`src/rtl/output64_if.sv`:
```
// Word handshake between the processing core (master) and the UART transmit block (slave).
interface output64_if;
    logic [63:0] dataOutput;
    logic        dataOutValid;
    logic        dataOutReady;

    modport master (output dataOutput, output dataOutValid, input dataOutReady);
    modport slave  (input dataOutput, input dataOutValid, output dataOutReady);
endinterface

```
`src/rtl/output64.sv`:
```
// 64-bit UART transmitter: frames a word stream with an 8x0xAA preamble and 8x0x55 terminator,
// sending every 64-bit burst MSB byte first as 8N1 bytes, back to back.
//
// state  | meaning
// IDLE   | line high, waiting for streamStart
// ACTIVE | accepting data words, one 8-byte burst per word
// SYNC   | sending the 8x0xAA preamble
// END    | sending the 8x0x55 terminator
module output64 #(
    parameter int CLK_HZ   = 50_000_000,
    parameter int BIT_RATE = 9600
) (
    input  logic        clk,
    input  logic        reset,
    input  logic        streamStart,
    input  logic        streamStop,
    output64_if.slave   bus,
    output logic        dataOut64Done,
    output logic [1:0]  fsm_state,
    output logic [3:0]  byteCnt,
    output logic        uart_tx_pin
);
    localparam int CPB = CLK_HZ / BIT_RATE;
    localparam int CW  = $clog2(CPB);
    localparam logic [CW-1:0] CNT_LOAD  = CW'(CPB - 1);
    localparam logic [63:0]   SYNC_WORD = 64'hAAAA_AAAA_AAAA_AAAA;
    localparam logic [63:0]   TERM_WORD = 64'h5555_5555_5555_5555;

    typedef enum logic [1:0] {
        ST_IDLE   = 2'b00,
        ST_ACTIVE = 2'b01,
        ST_SYNC   = 2'b10,
        ST_END    = 2'b11
    } state_t;

    state_t        r_state;
    logic          r_busy;
    logic [63:0]   r_shift;
    logic [3:0]    r_bit_idx;
    logic [CW-1:0] r_cnt;
    logic [3:0]    r_byte_cnt;
    logic          r_tx;
    logic          r_done;
    logic          r_stop_pend;

    logic          w_bit_end;
    logic          w_burst_end;
    logic          w_load;
    logic [63:0]   w_load_word;
    state_t        w_state_nxt;
    logic [7:0]    w_cur_byte;

    assign w_cur_byte = r_shift[63:56];

    always_comb begin
        w_bit_end   = r_busy && (r_cnt == '0);
        w_burst_end = w_bit_end && (r_bit_idx == 4'd9) && (r_byte_cnt == 4'd7);
        w_load      = 1'b0;
        w_load_word = SYNC_WORD;
        w_state_nxt = r_state;
        case (r_state)
            ST_IDLE: begin
                if (streamStart) begin
                    w_load      = 1'b1;
                    w_state_nxt = ST_SYNC;
                end
            end
            ST_SYNC: begin
                if (w_burst_end) begin
                    if (r_stop_pend) begin
                        w_load      = 1'b1;
                        w_load_word = TERM_WORD;
                        w_state_nxt = ST_END;
                    end else begin
                        w_state_nxt = ST_ACTIVE;
                    end
                end
            end
            ST_ACTIVE: begin
                // A pending stop is honoured only once the serialiser is empty or finishing.
                if (!r_busy) begin
                    if (r_stop_pend) begin
                        w_load      = 1'b1;
                        w_load_word = TERM_WORD;
                        w_state_nxt = ST_END;
                    end else if (bus.dataOutValid) begin
                        w_load      = 1'b1;
                        w_load_word = bus.dataOutput;
                    end
                end else if (w_burst_end && r_stop_pend) begin
                    w_load      = 1'b1;
                    w_load_word = TERM_WORD;
                    w_state_nxt = ST_END;
                end
            end
            ST_END: begin
                if (w_burst_end) w_state_nxt = ST_IDLE;
            end
            default: w_state_nxt = ST_IDLE;
        endcase
    end

    always_ff @(posedge clk or posedge reset) begin
        if (reset) begin
            r_state     <= ST_IDLE;
            r_busy      <= 1'b0;
            r_shift     <= '0;
            r_bit_idx   <= 4'd0;
            r_cnt       <= '0;
            r_byte_cnt  <= 4'd0;
            r_tx        <= 1'b1;
            r_done      <= 1'b0;
            r_stop_pend <= 1'b0;
        end else begin
            r_state <= w_state_nxt;
            r_done  <= w_burst_end && (r_state == ST_ACTIVE);

            if ((r_state == ST_END) && w_burst_end)
                r_stop_pend <= 1'b0;
            else if (streamStop && ((r_state == ST_SYNC) || (r_state == ST_ACTIVE)))
                r_stop_pend <= 1'b1;

            // A new burst starts on the same edge the previous stop bit ends.
            if (w_load) begin
                r_busy     <= 1'b1;
                r_shift    <= w_load_word;
                r_bit_idx  <= 4'd0;
                r_cnt      <= CNT_LOAD;
                r_byte_cnt <= 4'd0;
                r_tx       <= 1'b0;
            end else if (w_bit_end) begin
                r_cnt <= CNT_LOAD;
                if (r_bit_idx == 4'd9) begin
                    r_byte_cnt <= r_byte_cnt + 4'd1;
                    if (r_byte_cnt == 4'd7) begin
                        r_busy <= 1'b0;
                        r_tx   <= 1'b1;
                    end else begin
                        r_shift   <= {r_shift[55:0], 8'h00};
                        r_bit_idx <= 4'd0;
                        r_tx      <= 1'b0;
                    end
                end else begin
                    r_bit_idx <= r_bit_idx + 4'd1;
                    r_tx      <= (r_bit_idx == 4'd8) ? 1'b1 : w_cur_byte[r_bit_idx[2:0]];
                end
            end else if (r_busy) begin
                r_cnt <= r_cnt - 1'b1;
            end
        end
    end

    assign bus.dataOutReady = (r_state == ST_ACTIVE) && !r_busy && !r_stop_pend;
    assign dataOut64Done    = r_done;
    assign fsm_state        = r_state;
    assign byteCnt          = r_byte_cnt;
    assign uart_tx_pin      = r_tx;
endmodule

```
`src/flat_wrapper.sv`:
```
// flat-port wrapper written by rule: the top's interface ports become plain ports
module output64_flat 
#(
    parameter int CLK_HZ   = 50_000_000,
    parameter int BIT_RATE = 9600
)
  (clk, reset, streamStart, streamStop, dataOut64Done, fsm_state, byteCnt, uart_tx_pin, bus_dataOutput, bus_dataOutValid, bus_dataOutReady);
  output64_if bus_i ();
  input  logic clk;
  input  logic reset;
  input  logic streamStart;
  input  logic streamStop;
  output logic dataOut64Done;
  output logic [1:0] fsm_state;
  output logic [3:0] byteCnt;
  output logic uart_tx_pin;
  input wire logic [$bits(bus_i.dataOutput)-1:0] bus_dataOutput;
  input wire logic [$bits(bus_i.dataOutValid)-1:0] bus_dataOutValid;
  output wire logic [$bits(bus_i.dataOutReady)-1:0] bus_dataOutReady;
  assign bus_i.dataOutput = bus_dataOutput;
  assign bus_i.dataOutValid = bus_dataOutValid;
  assign bus_dataOutReady = bus_i.dataOutReady;
  output64 #(.CLK_HZ(CLK_HZ), .BIT_RATE(BIT_RATE)) u_core (.clk(clk), .reset(reset), .streamStart(streamStart), .streamStop(streamStop), .bus(bus_i), .dataOut64Done(dataOut64Done), .fsm_state(fsm_state), .byteCnt(byteCnt), .uart_tx_pin(uart_tx_pin));
endmodule
```
`config.mk`:
```
export PLATFORM = sky130hd
export DESIGN_NAME = output64_flat
export DESIGN_NICKNAME = d
export VERILOG_FILES = /design/src/rtl/output64_if.sv /design/src/rtl/output64.sv /design/src/flat_wrapper.sv
export SDC_FILE = /design/constraint.sdc
export NUM_CORES = 1
export LEC_CHECK = 0
export CAP_MARGIN = 10
export CORE_UTILIZATION = 30
export CTS_CLUSTER_DIAMETER = 50
export DETAILED_ROUTE_END_ITERATION = 12
export GPL_TIMING_DRIVEN = 0
export SLEW_MARGIN = 10
export SYNTH_ARGS = -nofsm -noshare
export SYNTH_HDL_FRONTEND = slang
export SYNTH_SLANG_ARGS = --single-unit
```
`constraint.sdc`:
```
create_clock -name clk -period 6.55 [get_ports clk]
set_clock_uncertainty 0.1 [all_clocks]
set_input_delay 1.31 -clock clk [delete_from_list [all_inputs] [get_ports clk]]
set_output_delay 1.31 -clock clk [all_outputs]
set_load 0.005 [all_outputs]
```
* After elaboration in Yosys (flattened, before gate mapping)
Index checks and enable logic that the tools add are counted.
Cells by class: add/sub/neg operators 3, order comparisons 1, equality and inequality tests 13, mux-type cells 50, reductions and logical operators 24
Operators with widths (number):
- two-way mux 64 bit | 10
- case mux 64 bit (2 select lines) | 1
- two-way mux 13 bit | 3
- two-way mux 4 bit | 7
- two-way mux 1 bit | 19
- two-way mux 2 bit | 7
- zero test 13 bit | 1
- subtractor 13 x 1 -> 13 bit, second input constant | 1
- logical AND 1 bit | 9
- adder 4 x 1 -> 4 bit, second input constant | 2
- == test 4 bit, second input constant | 2
- case mux 2 bit (4 select lines) | 1
- nonzero test 2 bit | 4
- != test 2 x 1 -> 1 bit, second input constant | 3
- AND reduction 3 bit | 2
- AND reduction 5 bit | 1
- == test 2 bit, second input constant | 2
- == test 4 x 3 -> 1 bit, second input constant | 1
- < comparator 3 x 4 -> 1 bit, second input constant | 1
- AND reduction 2 bit | 2
- binary-select mux 1 bit (select 3 bit) | 1
- != test 3 x 1 -> 1 bit, second input constant | 1
- != test 3 x 2 -> 1 bit, second input constant | 1
- != test 3 bit, second input constant | 1
- other kinds (7) | 8
Storage, ports and cells: register bits after elaboration 91, input bits 69, output and inout bits 9

* Longest topological paths before layout
depth after elaboration 10, mapped depth 10

* Worst setup path after synthesis
Ideal clock, no wire load.
path type input to register, start in bus_dataOutValid, end reg u_core.r_shift[14], arrival time 2.574 ns, slack 3.737 ns, stages on the path 7, path buffers 2, path through nand3b_1 > a2111o_1 > o21a_1 > buf_4 > buf_4 > o22ai_2 > a22oi_1
On the way: cells in the longest elaborated chain, start to end 6, elaborated cells on any way between the ends 13, those cells by class eq/ne: 1; mux: 9; reduce/logical: 3
Ends and longest elaborated chain:
- from (decl) | RTL line flat_wrapper.sv:18 | input wire logic [$bits(bus_i.dataOutValid)-1:0] bus_dataOutValid;
- two-way mux 1 bit | RTL line output64.sv:86 | end else if (bus.dataOutValid) begin
- two-way mux 1 bit | RTL line output64.sv:82 | if (r_stop_pend) begin
- two-way mux 1 bit | RTL line output64.sv:81 | if (!r_busy) begin
- case mux 1 bit (3 select lines) | RTL line output64.sv:61 | case (r_state)
- != test 2 x 1 -> 1 bit (no line) or nonzero test 2 bit (tied branches)
- AND reduction 3 bit (no line)
- to (signal assigned) | RTL line output64.sv:126 | r_shift <= w_load_word;
- to (signal assigned) | RTL line output64.sv:139 | r_shift <= {r_shift[55:0], 8'h00};
- to (decl) | RTL line output64.sv:38 | logic [63:0] r_shift;
Parallel ways exist; a longest one is shown, timed or not. A chain may end at the register's enable or synchronous reset.

* Final worst setup path
start reg u_core.r_state[1], in the netlist u_core.fsm_state[1], end out bus_dataOutReady
On the way: cells in the longest elaborated chain, start to end 3
Ends and longest elaborated chain:
- from (decl) | RTL line output64.sv:36 | state_t r_state;
- from (signal assigned) | RTL line output64.sv:115 | r_state <= w_state_nxt;
- == test 2 x 1 -> 1 bit | RTL line output64.sv:153 | assign bus.dataOutReady = (r_state == ST_ACTIVE) && !r_busy && !r_stop_pend;
- logical AND 1 bit (2 in series) | RTL line output64.sv:153
- to (decl) | RTL line flat_wrapper.sv:19 | output wire logic [$bits(bus_i.dataOutReady)-1:0] bus_dataOutReady;
No other way between the ends.

==> flow_summary.ini <==
[routing]
wl_mm = 15.5
antenna_left = 0
drt_first_pass_iters = 5
vias = 4900
first_iter_violations = 295
avgRoutedWirePerCell_um = 16.8
drc = 0
viasPerCell = 5.30

[clocking]
cts-root-buf = clkbuf_16
htree_levels = 3
cts.clk_slew.worst_paths_ns = 0.07
cts_tree = built
cts_hold_buf = 0
post_cts_resized = 0
cts_max_path_buffers = 2
post_cts_buffers = 0
worstSkewPairLatency_ns = 0.35
cts_buffers = 9
clock_sinks = 91

[placed_design]
dp_cells = 909
dp_hpwl_mm = 11.1
gp_congestion = 0.797
io_buffer_count = 77

[global_routing]
grt_overflow = 0
grt_pass1_vias = 4875
grt_max_degree = 48
grtUsageTotal_pct = 16.3
antenna_found_initial = 0
grt_pass1_wl_mm = 25.4

[finish]
area_delta_synth_final_pct = 23.6
drive_gt1_share_pct = 12.6
n_antenna_cell = 0
final_nets = 767
final_cells = 925

[power]
p_leak_nw = 2.96
power_density_mw_per_mm2 = 160
peakVddDrop_uv = 105
finalPower_mw = 1.14

[sta]
setup_viol = 0
rsz0062_at_grt = no
tns_ns = 0
post-route-period-util_pct = 52.4
max-slew-margin-rel_pct = 54.3
max_freq_mhz = 291
drv_slew = 0
final.min_clock_period_ns = 3.43
worstMarginPinSlew_ns = 0.683
finalHoldViolations = 0

[floorplanning]
rows = 50
io_pins = 78
dieArea_sq_mm = 0.0197
core_sq_mm = 0.0187
die_y_um = 140
initial_core_util_pct = 30.7
die_w_um = 140

[synthesis]
synth_edf_count = 0
synth_common_cells = dfrtp_1 (90), a22o_1 (60), nand2_1 (59)
yosysTopAreaCellShare_pct = 39.3
ys.flop_type = dfrtp_1
synthArstFlopShare_pct = 100
yosys.cell_types.count = 62
synth_area_per_cell_sq_um = 9.61
syn_area_sq_mm = 0.00574
ys_warn_count = 0
netlist_instances = 597
synth-seq-cells = 91
syn_nets = 678
yosysTopAreaCell = dfrtp_1
yosysMostFrequentCell = dfrtp_1
synth_area_leaders = dfrtp_1 (39%), a22o_1 (9.2%), o22ai_2 (5.9%)
ys_seq_area_share_pct = 39.7

[outcome]
status = completed

[critical_path]
cp.depth = 5
worstSetupStartpointType = flip-flop
slowest_delay_ns = 0.53
r2r_cells = 10
endpoint_kind = primary output
critical_path_class = flip-flop to primary output
arrival_ns = 2.02
crit_required_ns = 5.14
crit_path_cell_trace = inv_1 -> ha_1 -> nand2b_1 -> nor2_1 -> clkdlybuf4s50_1
slowest_stage = clkdlybuf4s50_1
r2r_slack_ns = 3.51
cp_top_family = buffers and inverters
cp_max_fo = 6
path_buf_inv = 2

[min_path]
min_path_type = flip-flop to flip-flop
min_path_cells = 1

[run]
max_cap_violations = 0
==> per-stage QoR <==
step / cell area [sq um] / utilization (%) / setup WS, ns / hold slack [ns]
floorplan: 5740 / - / 2.78 / 0.357
global placement: 6800 / 36.4 / 1.13 / 0.377
detailed placement: 6830 / 36.5 / 2.79 / 0.390
CTS: 7090 / 37.9 / 3.10 / 0.407
global route: 7090 / 37.9 / 2.95 / 0.426
finish: 7090 / 37.9 / 3.12 / 0.406
==> where the power goes <==
part	switching, mW	total, mW	internal, mW
registers	0.00724	0.579	0.572
logic	0.0245	0.0708	0.0463
clock network	0.227	0.485	0.258
total	0.259	1.14	0.876
==> path summary, 6_finish.rpt <==
check                               startpoint                  to
setup / recovery           u_core.fsm_state[1]    bus_dataOutReady
hold / removal              u_core.r_shift[27]  u_core.r_shift[27]
setup reg to reg               u_core.r_cnt[0]  u_core.r_shift[19]
hold reg to reg             u_core.r_shift[27]  u_core.r_shift[27]
max in group asynchronous                reset  u_core.uart_tx_pin
min in group asynchronous                reset  u_core.r_shift[13]
==> cell families (layout without fill, tap and decap cells) <==
group / after synthesis / after routing / share of synthesized area (%)
AO/OA/AOI/OAI: 220 / 220 / 32.5
XOR/XNOR: 12 / 12 / 1.83
adder cells (fa/ha/maj): 12 / 12 / 2.62
buffers and inverters: 97 / 191 / 8.48
flip-flops: 91 / 91 / 39.7
multiplexers: 3 / 3 / 0.981
AND/OR/NAND/NOR: 162 / 162 / 13.9
==> cells in the final DEF, fill, tap and decap left out, types with 3 or more instances in the layout <==
cell type and count:
o21ai_0 10, o21a_1 3, o22ai_2 27, a22o_1 60, xnor2_1 6, nor3_1 7, inv_1 38, buf_6 6
nor4_1 3, buf_2 15, nor2_1 44, xor2_1 6, ha_1 12, o21bai_1 5, clkbuf_16 9, nand3_1 4
nand2_1 59, clkbuf_1 33, o211ai_1 29, clkdlybuf4s50_1 77, buf_4 4, a21oi_1 12, nand2b_1 6, nand4_1 5
a22oi_1 32, nand3b_1 5, o2bb2ai_1 28, or3_1 5, dfrtp_1 90
==> registers in the layout, summed over array words and instances (netlist names) <==
register	cells
u_core.r_shift	64
u_core.r_cnt	13
u_core.byteCnt	4
u_core.r_bit_idx	4
u_core.fsm_state	2
u_core.dataOut64Done	1
u_core.r_busy	1
u_core.r_stop_pend	1
u_core.uart_tx_pin	1
==> routing by layer <==
metal	track usage, %	vias up	wire length (um)
met2	25.3	95	7040
met4	4.16	0	209
met1	23.1	2411	7690
li1	-	2375	-
met3	3.04	19	577
met5	0	-	0
==> final cells by class <==
class	instances	area, sq um
clock buffers	12	236
flip-flops and latches	91	2280
well taps	234	293
inverters	39	149
clock inverters	4	26.3
fillers	1894	11600
multi-input cells	409	2970
repair buffers	78	798
plain buffers	58	340
==> worst register-to-register path: cells and delay by family, from the launching register on <==
family / cells / cell delay, ns
DFF: 1 / 0.45
and+or+nand+nor: 2 / 0.81
adders and majority gates: 1 / 0.13
buffers and inverters: 4 / 0.92
AOI/OAI and AO/OA: 3 / 0.53
Power figures use the tool's default switching activity.
